$ cat config.mk
export PLATFORM = sky130hd
export DESIGN_NAME = ita_hwpe_addressgen
export DESIGN_NICKNAME = d
export VERILOG_FILES = /design/src/rtl/ita_hwpe_addressgen.sv
export SDC_FILE = /design/constraint.sdc
export NUM_CORES = 1
export LEC_CHECK = 0
export CORE_MARGIN = 2
export CORE_UTILIZATION = 35
export DETAILED_ROUTE_END_ITERATION = 8
export DONT_BUFFER_PORTS = 1
export GPL_ROUTABILITY_DRIVEN = 1
export HOLD_SLACK_MARGIN = 0.06
export PLACE_DENSITY = 0.53
export SLEW_MARGIN = 0
export SYNTH_ARGS = -nofsm -noshare
export SYNTH_HDL_FRONTEND = slang
export SYNTH_SLANG_ARGS = --single-unit
$ cat constraint.sdc
create_clock -name clk_i -period 4.7 [get_ports clk_i]
set_clock_uncertainty 0.15 [all_clocks]
set_input_delay 0.235 -clock clk_i [delete_from_list [all_inputs] [get_ports clk_i]]
set_output_delay 0.235 -clock clk_i [all_outputs]
set_load 0.02 [all_outputs]
$ cat src/rtl/ita_hwpe_addressgen.sv
// Strided 1D/2D/3D address generator for an HWPE streamer; valid/ready address output.
// First address the cycle after start; addr_o holds while addr_ready_i is low.
module ita_hwpe_addressgen #(
  parameter int unsigned AW = 32,
  parameter int unsigned CW = 32
) (
  input  logic          clk_i,
  input  logic          rst_ni,
  input  logic          clear_i,
  input  logic          req_start_i,
  input  logic [AW-1:0] base_addr_i,
  input  logic [CW-1:0] tot_len_i,
  input  logic [AW-1:0] d0_stride_i,
  input  logic [AW-1:0] d1_stride_i,
  input  logic [AW-1:0] d2_stride_i,
  input  logic [CW-1:0] d0_len_i,
  input  logic [CW-1:0] d1_len_i,
  input  logic [1:0]    dim_enable_1h_i,
  output logic          ready_start_o,
  output logic          done_o,
  output logic [AW-1:0] addr_o,
  output logic          addr_valid_o,
  input  logic          addr_ready_i
);

  typedef enum logic [1:0] {IDLE, RUN, DONE} state_e;

  localparam logic [CW-1:0] CNT_ONE = {{(CW-1){1'b0}}, 1'b1};

  state_e        state_q, state_d;
  logic [AW-1:0] addr_q, addr_d, row_q, row_d, plane_q, plane_d;
  logic [CW-1:0] cnt_q, cnt_d, i0_q, i0_d, i1_q, i1_d;
  logic [CW-1:0] tot_q, l0_q, l1_q;
  logic [AW-1:0] s0_q, s1_q, s2_q;
  // dim_q[0]: multi-dimensional (2D or 3D), dim_q[1]: 3D
  logic [1:0]    dim_q;
  logic          start_accept, last_xfer;
  logic [AW-1:0] row_next, plane_next;

  assign start_accept = (state_q == IDLE) && req_start_i && !clear_i && (tot_len_i != '0);
  assign last_xfer    = (cnt_q == tot_q - CNT_ONE);
  assign row_next     = row_q + s1_q;
  assign plane_next   = plane_q + s2_q;
  assign addr_o       = addr_q;

  always_comb begin
    state_d       = state_q;
    addr_d        = addr_q;
    row_d         = row_q;
    plane_d       = plane_q;
    cnt_d         = cnt_q;
    i0_d          = i0_q;
    i1_d          = i1_q;
    ready_start_o = 1'b0;
    addr_valid_o  = 1'b0;
    done_o        = 1'b0;
    case (state_q)
      IDLE: begin
        ready_start_o = 1'b1;
        if (req_start_i) begin
          if (tot_len_i != '0) begin
            state_d = RUN;
            addr_d  = base_addr_i;
            row_d   = base_addr_i;
            plane_d = base_addr_i;
            cnt_d   = '0;
            i0_d    = '0;
            i1_d    = '0;
          end else begin
            state_d = DONE;
          end
        end
      end
      RUN: begin
        addr_valid_o = 1'b1;
        if (addr_ready_i) begin
          if (last_xfer) begin
            state_d = DONE;
          end else begin
            cnt_d = cnt_q + CNT_ONE;
            if (!dim_q[0]) begin
              addr_d = addr_q + s0_q;
            end else if (i0_q != l0_q - CNT_ONE) begin
              i0_d   = i0_q + CNT_ONE;
              addr_d = addr_q + s0_q;
            end else begin
              i0_d = '0;
              // Row wrap: in 2D the row index is unbounded, so only 3D checks the plane edge
              if (!dim_q[1] || (i1_q != l1_q - CNT_ONE)) begin
                if (dim_q[1]) i1_d = i1_q + CNT_ONE;
                row_d  = row_next;
                addr_d = row_next;
              end else begin
                i1_d    = '0;
                plane_d = plane_next;
                row_d   = plane_next;
                addr_d  = plane_next;
              end
            end
          end
        end
      end
      DONE: begin
        done_o  = 1'b1;
        state_d = IDLE;
      end
      default: state_d = IDLE;
    endcase
    if (clear_i) begin
      state_d = IDLE;
      addr_d  = '0;
      row_d   = '0;
      plane_d = '0;
      cnt_d   = '0;
      i0_d    = '0;
      i1_d    = '0;
    end
  end

  always_ff @(posedge clk_i or negedge rst_ni) begin
    if (!rst_ni) begin
      state_q <= IDLE;
      addr_q  <= '0;
      row_q   <= '0;
      plane_q <= '0;
      cnt_q   <= '0;
      i0_q    <= '0;
      i1_q    <= '0;
    end else begin
      state_q <= state_d;
      addr_q  <= addr_d;
      row_q   <= row_d;
      plane_q <= plane_d;
      cnt_q   <= cnt_d;
      i0_q    <= i0_d;
      i1_q    <= i1_d;
    end
  end

  // Config is captured once per job; zero lengths are promoted to 1 here.
  always_ff @(posedge clk_i or negedge rst_ni) begin
    if (!rst_ni) begin
      tot_q <= '0;
      l0_q  <= '0;
      l1_q  <= '0;
      s0_q  <= '0;
      s1_q  <= '0;
      s2_q  <= '0;
      dim_q <= '0;
    end else if (clear_i) begin
      tot_q <= '0;
      l0_q  <= '0;
      l1_q  <= '0;
      s0_q  <= '0;
      s1_q  <= '0;
      s2_q  <= '0;
      dim_q <= '0;
    end else if (start_accept) begin
      tot_q <= tot_len_i;
      l0_q  <= (d0_len_i == '0) ? CNT_ONE : d0_len_i;
      l1_q  <= (d1_len_i == '0) ? CNT_ONE : d1_len_i;
      s0_q  <= d0_stride_i;
      s1_q  <= d1_stride_i;
      s2_q  <= d2_stride_i;
      dim_q <= {(dim_enable_1h_i == 2'b11), (dim_enable_1h_i != 2'b00)};
    end
  end

endmodule

==> results.toml <==
[placed_design]
dp_hpwl_um = 68900
placed_area_sq_um = 27300
placedCellCount = 3691
place_ws_ns = 0.0950
port_buffers = 0
gp_congestion = 0.902

[cells_and_area]
nFillCells = 7243
drive_gt1_frac = 0.0773
design_area_sq_um = 31700
fin_cells = 4062
nets = 3374
syn_to_final_growth_pct = 21.0

[floorplanning]
die_h_um = 278
pin_count = 266
row_count = 100
dieArea_sq_um = 77100
die_width_um = 278
start_util = 0.353
core_sq_um = 74300

[sta]
drv_slew = 0
hold_violations = 388
rsz0062_at_grt = "no"
fin_crit_ns = 4.51
fin_crit_sh = 0.959
holdWs_ns = -0.823
report.final.setup_viol = 0
setup_slack_ns = 0.195
tightestPinTransition_ns = 1.20
finalSetupTns_ns = 0
max_freq_ghz = 0.222
slew_headroom = 0.198

[status]
status = "finished with violations"
failed_checks = "hold timing"

[critical_path]
cp.required_ns = 5.06
worst-path-max-fanout = 56
worst_setup_path_end_kind = "register"
worstPathArrival_ns = 4.86
cpMaxStageDelayCell = "or4_1"
path_class = "register to register"
crit_path_max_incr_delay_ns = 0.63
rr_endpoint = "i1_q[30]"
cp-start-kind = "register"
r2r_setup_slack_ns = 0.19
cp_num_buf_inv = 2
path_delay_family = "simple AND/OR/NAND/NOR gates"
crit_chain = "inv_1 -> ha_1 -> nor4b_1 -> nand4_1 -> or4_1 -> a22oi_1 -> nand4_1 -> a211o_1 -> nor3_4 -> a31oi_4 -> buf_12 -> or4_1 -> a21oi_1"
reg2reg_depth = 13
r2r_start = "l0_q[0]"

[route]
vias = 24100
ant_nets = 0
initialDrtViolationCount = 1643
firstDrtPassIters = 5
drc = 0
routed_wl_um = 94600
routed_via_density = 5.94
wire_per_inst_um = 23.3

[synth]
avgSynthCellArea_sq_um = 9.25
yosysTopAreaCellShare = 0.370
syn-cell-area_sq_um = 26200
synth_common_cells = "388 x dfrtp_1, 205 x nor2_1, 197 x a22o_1"
synthTopCellsByArea = "dfrtp_1 37%, a22o_1 6.6%, ha_1 4.7%, xnor2_1 4.2%, xor2_1 3.1%"
synth-warning-count = 0
synth_flop_cell = "dfrtp_1"
yosysSeqAreaShare = 0.370
postSynthCellCount = 2833
synth.net_count = 3166
synth_most_common_cell = "dfrtp_1"
synthArstFlopShare = 1.00
synth-seq-cells = 388
yosys.area.top_type = "dfrtp_1"
synth_edf_count = 0
yosys.cell_types.count = 92

[cts]
hold_buffers = 265
clkTransAtPathRegs_ns = 0.06
clock_latency_ns = 0.61
clock_sinks = 388
clockBufferDepth = 3
cts_made_buffers = 49
cts_root_buf = "clkbuf_16"
cts_tree = "done"
htreeDepth = 2

[grt]
grt-ovfl-total = 0
track_usage = 0.239
antenna_found_initial = 19
grt_pass1_vias = 23900
grt_max_degree = 389
grt_pass1_wl_um = 144000

[power_and_ir_drop]
swShare = 0.332
power.switching_uw = 3460
power.density_nw_per_um2 = 329
p_int_uw = 6970
max-vdd-ir-drop_mv = 0.302
comb_power_share = 0.244
p_clk_frac = 0.377
finalPower_uw = 10400
power_leakage_uw = 0.0135
seq_power_share = 0.379

[worst_hold_path]
holdCritPathClass = "primary input to asynchronous set/reset pin"

[flow_run]
maxCapViolCount = 0
==> cells by family (layout without fill, tap and decap cells) <==
logic type,count (synthesis),after routing,synth area share
xor gates and xnor gates,221,221,0.0743
other,0,13,0
muxes,67,67,0.0262
and+or+nand+nor,906,907,0.187
AOI/OAI and AO/OA,922,922,0.256
buffers and inverters,227,473,0.0358
adders and majority gates,102,102,0.0495
DFF,388,388,0.370
==> timing repair <==
action                     in CTS  in global routing
resized for setup               0                 20
hold endpoints to repair      686                388
buffers inserted                0                  2
setup endpoints to repair       0                124
==> routing by layer <==
metal  GRT usage  vias to the layer above  part of all wire
met5           0                        -            0.0010
li1            -                    11300                 -
met4      0.0761                       16             0.031
met2       0.399                      664              0.47
met3      0.0486                      161             0.063
met1       0.308                    12000              0.43
==> power by group through the flow <==
stage               logic, uW  clock network [uW]  registers, uW
floorplan                1720                   0           3830
global placement         2240                   0           4010
detailed placement       2270                   0           4010
CTS                      2510                4010           3950
global route             2770                4150           3990
finish                   2550                3930           3950
==> per-stage QoR <==
step	hold WS (ns)	util
floorplan	-0.211	-
global placement	-0.192	0.367
detailed placement	-0.187	0.367
CTS	-0.836	0.425
global route	-0.841	0.427
finish	-0.823	0.427
==> worst max-delay path by stage <==
stage	depth (start not counted)	slack, ns	endpoint	start
after floorplan	13	0.66	addr_o[7]	l1_q[0]
after global placement	12	0.11	addr_o[7]	l1_q[1]
after detailed placement	13	0.09	addr_o[12]	l1_q[1]
after CTS	12	0.05	addr_o[7]	l1_q[1]
after global routing	13	0.004	addr_o[12]	l1_q[1]
final	13	0.19	i1_q[30]	l0_q[0]
==> worst reg2reg max path, cell delays in order, from the launching register on <==
cell,delay [ns]
dfrtp_1,0.42
inv_1,0.09
ha_1,0.30
nor4b_1,0.32
nand4_1,0.32
or4_1,0.63
a22oi_1,0.23
nand4_1,0.15
a211o_1,0.38
nor3_4,0.35
a31oi_4,0.15
buf_12,0.20
or4_1,0.54
a21oi_1,0.18
==> layout by cell type (no fill, tap or decap), drive strengths merged, types with 16 or more instances in the layout <==
| master | instances |
|---|---|
| nand3 | 82 |
| a21oi | 157 |
| nor3 | 67 |
| o21a | 17 |
| o31ai | 68 |
| xor2 | 94 |
| dfrtp | 388 |
| a31oi | 17 |
| or3 | 36 |
| nand2 | 155 |
| a2111oi | 18 |
| xnor2 | 126 |
| a21o | 69 |
| a22o | 197 |
| dlygate4sd3 | 264 |
| ha | 99 |
| a211oi | 37 |
| and2 | 16 |
| nand2b | 40 |
| nand4 | 53 |
| o21ai | 161 |
| o21bai | 33 |
| nor2 | 207 |
| buf | 52 |
| nor4b | 18 |
| nor4 | 87 |
| inv | 68 |
| or4 | 43 |
| clkbuf | 71 |
| mux2i | 53 |
| and3 | 25 |
==> layout make-up <==
type	count	area, sq um	share of cell area
timing repair buffer	316	3130	0.0987
antenna	13	32.5	0.00103
tap	969	1210	0.0382
sequential	388	9710	0.306
clock buffer	71	1400	0.0441
inverter	67	253	0.00797
clock inverter	19	239	0.00753
multi-input combinational	2219	15700	0.496
No activity file was read; power rests on OpenSTA's default activity.
